$ cat config.mk
export PLATFORM = sky130hd
export DESIGN_NAME = mux_nway_reg
export DESIGN_NICKNAME = d
export VERILOG_FILES = /design/src/rtl/mux_nway_reg.sv
export SDC_FILE = /design/constraint.sdc
export NUM_CORES = 1
export LEC_CHECK = 0
export CORE_MARGIN = 4
export CORE_UTILIZATION = 32
export CTS_BUF_LIST = sky130_fd_sc_hd__clkbuf_8
export DETAILED_ROUTE_END_ITERATION = 8
export GPL_TIMING_DRIVEN = 0
export PLACE_DENSITY = 0.79
export SYNTH_ARGS = -nofsm -noshare
export SYNTH_HDL_FRONTEND = slang
export SYNTH_SLANG_ARGS = --single-unit
$ cat constraint.sdc
create_clock -name Clk -period 1.5 [get_ports Clk]
set_clock_uncertainty 0.15 [all_clocks]
set_input_delay 0.15 -clock Clk [delete_from_list [all_inputs] [get_ports Clk]]
set_output_delay 0.15 -clock Clk [all_outputs]
set_load 0.02 [all_outputs]
$ cat src/rtl/mux_nway_reg.sv
// rtl/mux_nway_reg.sv - registered N-way channel mux with valid/ready handshake
//
// Selects one of NUM_IN input channels by sel and holds the result in a
// single output register. The register drains and refills in the same cycle,
// so the block sustains one beat per clock.
//
// Parameters
//   WIDTH   data width of each channel and of out_data
//   NUM_IN  number of input channels (2..16)
//   SEL_W   select width, ceil(log2(NUM_IN)) <= SEL_W <= 4
//
// Ports
//   Clk        clock, rising edge
//   Rst        asynchronous active-low reset
//   in_data    packed channels, channel k at [k*WIDTH +: WIDTH]
//   sel        channel select, qualified by in_valid
//   in_valid   upstream beat valid
//   in_ready   block can take a beat this cycle
//   out_data   registered selected data
//   out_sel    registered sel that produced out_data
//   out_valid  out_data/out_sel valid
//   out_ready  downstream takes the output beat
//   sel_err    an out-of-range select was accepted
//
// Build option
//   MUX_STICKY_ERR_EN  when defined, sel_err latches on the first illegal
//                      beat and stays high until reset; otherwise it pulses
//                      for the one cycle the illegal beat first appears.

module mux_nway_reg #(
    parameter int WIDTH  = 32,
    parameter int NUM_IN = 3,
    parameter int SEL_W  = 2
) (
    input  logic                    Clk,
    input  logic                    Rst,
    input  logic [NUM_IN*WIDTH-1:0] in_data,
    input  logic [SEL_W-1:0]        sel,
    input  logic                    in_valid,
    output logic                    in_ready,
    output logic [WIDTH-1:0]        out_data,
    output logic [SEL_W-1:0]        out_sel,
    output logic                    out_valid,
    input  logic                    out_ready,
    output logic                    sel_err
);

    // One extra bit so NUM_IN = 2**SEL_W (e.g. 16 with SEL_W=4) still fits.
    localparam logic [SEL_W:0] NUM_IN_V = (SEL_W + 1)'(NUM_IN);

    logic             sel_ok;
    logic             accept;
    logic [WIDTH-1:0] mux_data;

    assign sel_ok   = ({1'b0, sel} < NUM_IN_V);
    assign in_ready = !out_valid || out_ready;
    assign accept   = in_valid && in_ready;

    always_comb begin
        mux_data = '0;
        for (int k = 0; k < NUM_IN; k++) begin
            if ({1'b0, sel} == (SEL_W + 1)'(k)) begin
                mux_data = in_data[k*WIDTH +: WIDTH];
            end
        end
    end

    always_ff @(posedge Clk or negedge Rst) begin
        if (!Rst) begin
            out_valid <= 1'b0;
            out_data  <= '0;
            out_sel   <= '0;
            sel_err   <= 1'b0;
        end else begin
            if (accept) begin
                out_valid <= 1'b1;
                out_sel   <= sel;
                // An illegal select still produces a beat, but the data
                // register keeps whatever it held before.
                if (sel_ok) begin
                    out_data <= mux_data;
                end
            end else if (out_ready) begin
                out_valid <= 1'b0;
            end
`ifdef MUX_STICKY_ERR_EN
            sel_err <= sel_err || (accept && !sel_ok);
`else
            sel_err <= accept && !sel_ok;
`endif
        end
    end

endmodule

==> flow_summary.yaml, run 1 <==
yosys:
  ys_seq_area_share_pct: 45.9
  ys.warnings.count: 0
  synth_seq_cells: 36
  async_reset_ff_share_pct: 100
  yosysUniqueCellTypes: 18
  synth_nets: 263
  synth_edf_count: 0
  syn_area_per_cell_um2: 12.2
  syn_area_mm2: 0.00196
  synth_cells: 161
  synthFlopType: "dfrtp_1"
global_route:
  grt_pass1_vias: 1971
  grt_max_degree: 37
  grt_pass1_wl_um: 9850
  grt_overflow: 0
  grt_antenna_before_repair: 0
  gr-usage-all-layers_pct: 17.0
setup_path:
  cp_max_fo: 10
  crit_path_end_kind: "flip-flop"
  crit_path_start: "out_valid"
  arrival_ns: 1.49
  crit_type: "reg2reg"
  r2r_end: "out_data[20]"
  rr_startpoint: "out_valid"
  r2r_cells: 5
  cp_data_required_time_ns: 1.51
  worstSetupStartpointType: "flip-flop"
  reg2reg_slack_ns: 0.02
  endpoint: "out_data[20]"
timing:
  tightest_slew_ns: 0.808
  finalHoldViolations: 0
  holdWs_ns: 0.0515
  setup_ws_ns: 0.0197
  setup_viol: 0
  timing.final.crit_share_pct: 98.7
  fin_crit_ns: 1.48
  timing.fmax_ghz: 0.676
  relSlewSlack_pct: 46.1
  drv_slew: 0
  rsz0062_at_grt: "yes"
final_layout:
  final_common_cell: "clkdlybuf4s50_1"
  regArea_um2: 902
  areaGrowthSynthToFinish_pct: 79.6
  n_fill_cell: 525
  post-route-util_pct: 59.5
  nNetsFinal: 410
  post-route-cell-area_mm2: 0.00352
  multi_input_area_um2: 921
  final_cell_mix: "99 x clkdlybuf4s50_1, 36 x dlygate4sd2_1, 35 x dfrtp_1"
  drive_above_1_share_pct: 10.4
  stdcell_count: 384
  n_antenna_cell: 0
floorplanning:
  dieWidth_um: 86.3
  core-area_mm2: 0.00592
  io_pins: 139
  die-area_mm2: 0.00744
  placementRows: 28
  start_util_pct: 33.1
  fp.dieH_um: 86.3
min_path:
  hold_path.class: "in2reg"
  hold_start: "sel[0]"
pwr:
  power_density_mw_per_mm2: 865
  power_leakage_nw: 1.46
  irDropWorstVdd_uv: 355
route:
  route.vias.total: 1947
  drtIter0Drc: 61
  wl_um: 6590
  first_pass_iters: 4
  drc_errors: 0
  wire_per_inst_um: 17.2
  wl_met1_um: 2700
  dr_wl_met2_um: 3210
  highest_layer: "met4"
  detail-route-antenna-nets: 0
  dr_wl_met3_um: 586
  vias_per_cell: 5.07
clock_tree:
  cts_sinks: 36
  clockBufferDepth: 2
  cts-root-buf: "clkbuf_8"
  cts_tree: "built"
  cts.clk_slew.worst_paths_ns: 0.07
  cts_buffers: 5
  htree_levels: 2
  worstSkewPairLatency_ns: 0.27
run:
  drv_cap: 0
placement:
  dp_slack_ns: -0.517
  io_buffers: 137
  hpwlAfterDp_um: 5020
  gp_congestion: 0.766
  placed_cell_area_mm2: 0.00342
  dp_cells: 373
run_status:
  status: "complete, no violations"
## per-layer routing
layer,vias up,global-route usage (%)
met4,0,5.10
met3,8,4.94
met2,90,29.2
met5,-,0
li1,929,-
met1,920,20.8
## flip-flops by register name (all words and copies together), names as in the netlist
name       flops
out_data      32
out_sel        2
out_valid      1
sel_err        1
## synth_stat cells, types with 2 or more instances
library cell | count | area share (%)
dfrtp_1 | 36 | 46
buf_2 | 9 | 2.3
o221a_1 | 32 | 18
nand3_1 | 32 | 8.2
buf_4 | 2 | 0.77
buf_1 | 2 | 0.38
nand2_1 | 2 | 0.38
buf_8 | 3 | 2.3
mux2_1 | 2 | 1.1
buf_6 | 2 | 1.1
mux2i_1 | 32 | 16
## report_power, final
part	switching [W]	internal, W	total [W]
logic	0.000520	0.000610	0.00113
clock network	0.000331	0.000361	0.000692
registers	0.0000883	0.00114	0.00122
total	0.000939	0.00211	0.00305
## worst min path at each step
stage	endpoint	slack, ns	cells past startpoint
2_1_floorplan	out_data[0]	-0.30	0
4_1_cts	sel_err	0.05	3
3_3_place_gp	out_sel[0]	0.33	1
6_report	sel_err	0.05	3
3_5_place_dp	out_data[16]	0.14	1
5_1_grt	sel_err	0.06	3
## cell families (layout without fill, tap and decap cells)
| family | after synthesis | count (layout) | synth area share, % |
|---|---|---|---|
| AND/OR/NAND/NOR | 40 | 40 | 11.1 |
| multiplexers | 34 | 34 | 17.5 |
| flip-flops | 36 | 36 | 45.9 |
| buffers and inverters | 19 | 167 | 7.08 |
| AO/OA/AOI/OAI | 32 | 32 | 18.4 |
## per-stage QoR
| step | TNS (ns) | power [W] |
|---|---|---|
| CTS | 0 | 0.00307 |
| finish | 0 | 0.00305 |
| global route | -0.976 | 0.00320 |
| global placement | -37.52 | 0.00247 |
| detailed placement | -13.74 | 0.00249 |
| floorplan | 0 | 0.00177 |
## worst max-delay path: stages (launching register included)
cell      delay [ns]
dfrtp_2         0.43
nand2b_4        0.10
nand4b_1        0.14
buf_6           0.16
buf_6           0.13
o221a_1         0.25
## what timing repair did
item | in CTS | in global routing
hold buffers | 1 | 0
endpoints found under the hold margin | 36 | 0
setup buffers | 3 | 0
endpoints found under the setup margin | 67 | 31
resized for setup | 49 | 9
## final cells by class
type	instances	area share (%)
multi-input combinational	106	26.1
timing repair buffer	141	38.5
sequential	36	25.6
clock inverter	2	0.213
clock buffer	6	2.34
buffer	18	4.55
tap	75	2.66
(Power assumes the default switching activity.)
==> run 2: changes to the inputs <==
- SETUP_SLACK_MARGIN: unset -> 0.1
==> run 2 against run 1 <==
Net effect: the run now ends with setup timing left; clock power increased by 73%; sequential power about the same; register-to-register slack got worse by 0.03 ns; sequential share of layout area decreased by 0.80 points; die area unchanged; critical path depth increased by 1; highest routed layer unchanged.
==> flow_summary.yaml, run 2 (same netlist as run 1, synthesis figures left out) <==
global_route:
  grt_pass1_vias: 2116
  grt_max_degree: 37
  grt_pass1_wl_um: 10500
  grt_antenna_before_repair: 0
  gr-usage-all-layers_pct: 17.9
  grt_overflow: 0
pwr:
  power_density_mw_per_mm2: 981
  irDropWorstVdd_uv: 576
  power_leakage_nw: 1.51
setup_path:
  crit_type: "reg2reg"
  cp_max_fo: 6
  arrival_ns: 1.52
  crit_path_end_kind: "flip-flop"
  cp_data_required_time_ns: 1.52
  worstSetupStartpointType: "flip-flop"
route:
  route.vias.total: 1999
  drtIter0Drc: 60
  wl_um: 6610
  drc_errors: 0
  vias_per_cell: 5.15
  first_pass_iters: 5
  wire_per_inst_um: 17.0
  detail-route-antenna-nets: 0
timing:
  setup_ws_ns: -0.00619
  setup_viol: 5
  timing.fmax_ghz: 0.664
  rsz0062_at_grt: "yes"
  relSlewSlack_pct: 66.5
  finalHoldViolations: 0
  tightest_slew_ns: 0.503
  timing.final.crit_share_pct: 100
  drv_slew: 0
  fin_crit_ns: 1.51
run:
  drv_cap: 0
floorplanning:
  core-area_mm2: 0.00592
  io_pins: 139
  dieWidth_um: 86.3
  die-area_mm2: 0.00744
  fp.dieH_um: 86.3
  start_util_pct: 33.1
  placementRows: 28
final_layout:
  largest_register_ffs: 32
  nNetsFinal: 414
  n_fill_cell: 533
  final_cell_mix: "99 x clkdlybuf4s50_1, 36 x dlygate4sd2_1, 35 x dfrtp_1"
  final_common_cell: "clkdlybuf4s50_1"
  n_antenna_cell: 0
  largest_register: "out_data"
  regArea_um2: 902
  multi_input_area_um2: 921
  post-route-cell-area_mm2: 0.00364
  areaGrowthSynthToFinish_pct: 85.5
  drive_above_1_share_pct: 12.1
  reg.largest.list: "out_data: 32 flops, out_sel: 2 flops"
clock_tree:
  htree_levels: 2
  clockBufferDepth: 2
  cts_sinks: 36
  cts-root-buf: "clkbuf_8"
  worstSkewPairLatency_ns: 0.28
  cts_tree: "built"
  cts_buffers: 5
  cts.clk_slew.worst_paths_ns: 0.07
run_status:
  violations: "setup timing"
  status: "finished, violations left"
placement:
  placed_cell_area_mm2: 0.00342
  io_buffers: 137
  hpwlAfterDp_um: 4970
  gp_congestion: 0.751
  dp_slack_ns: -0.505
min_path:
  hold_path.class: "in2reg"
run 2: cell count changes in the layout (fill, tap and decap cells not counted), moves of 2 or more:
cell	delta
clkbuf_4	+2
bufinv_16	+3
inv_1	-2
buf_6	+2
run 2: final cells by class:
| cell class | count | area share [%] |
|---|---|---|
| clock buffers | 5 | 1.89 |
| repair buffers | 144 | 38.2 |
| multi-input cells | 106 | 25.3 |
| flip-flops and latches | 36 | 24.8 |
| plain buffers | 19 | 4.75 |
| clock inverters | 3 | 2.48 |
| well taps | 75 | 2.58 |
run 2: layer usage:
| layer | GRT usage, % | vias up | part of all wire [%] |
|---|---|---|---|
| li1 | - | 936 | - |
| met1 | 22.6 | 956 | 41 |
| met2 | 30.3 | 95 | 48 |
| met3 | 4.75 | 12 | 9.7 |
| met4 | 4.67 | 0 | 1.8 |
| met5 | 0 | - | 0 |
run 2: stage by stage:
step / cells / TNS, ns / power, W / hold slack (ns) / utilization, %
after floorplan: 161 / 0 / 0.00177 / -0.296 / -
after detailed placement: 373 / -13.10 / 0.00249 / 0.142 / 57.8
after global routing: 388 / -1.64 / 0.00372 / 0.0754 / 61.4
after global placement: 373 / -38.34 / 0.00248 / 0.324 / 57.9
final: 388 / -0.0187 / 0.00357 / 0.0378 / 61.4
after CTS: 388 / -0.0325 / 0.00360 / 0.0290 / 61.3
run 2: path summary, 6_finish.rpt:
kind	start	end	slack, ns	cells past startpoint
max	out_valid	out_data[15]	-0.006	6
min	sel[0]	sel_err	0.04	3
max reg2reg	out_valid	out_data[15]	-0.006	6
min reg2reg	out_sel[0]	out_sel[0]	0.35	1
max in group asynchronous	Rst	out_valid	0.58	2
min in group asynchronous	Rst	out_data[20]	0.23	2
run 2: timing repair:
action | in CTS | in global routing
buffers inserted | 4 | 0
resized for setup | 57 | 4
hold endpoints to repair | 36 | 0
gates cloned | 2 | 0
endpoints found under the setup margin | 67 | 36
hold buffers | 1 | 0
run 2: where the power goes:
group	total, W	internal, W	switching, W
clock network	0.00120	0.000832	0.000368
logic	0.00114	0.000618	0.000525
registers	0.00122	0.00114	0.0000875
total	0.00357	0.00259	0.000980
run 2: worst max-delay path, stage by stage (launching register included):
cell and delay, ns:
dfrtp_2 0.42, nand2b_4 0.07, buf_6 0.10, nand4b_1 0.11, buf_6 0.17, buf_6 0.13
o221a_1 0.24
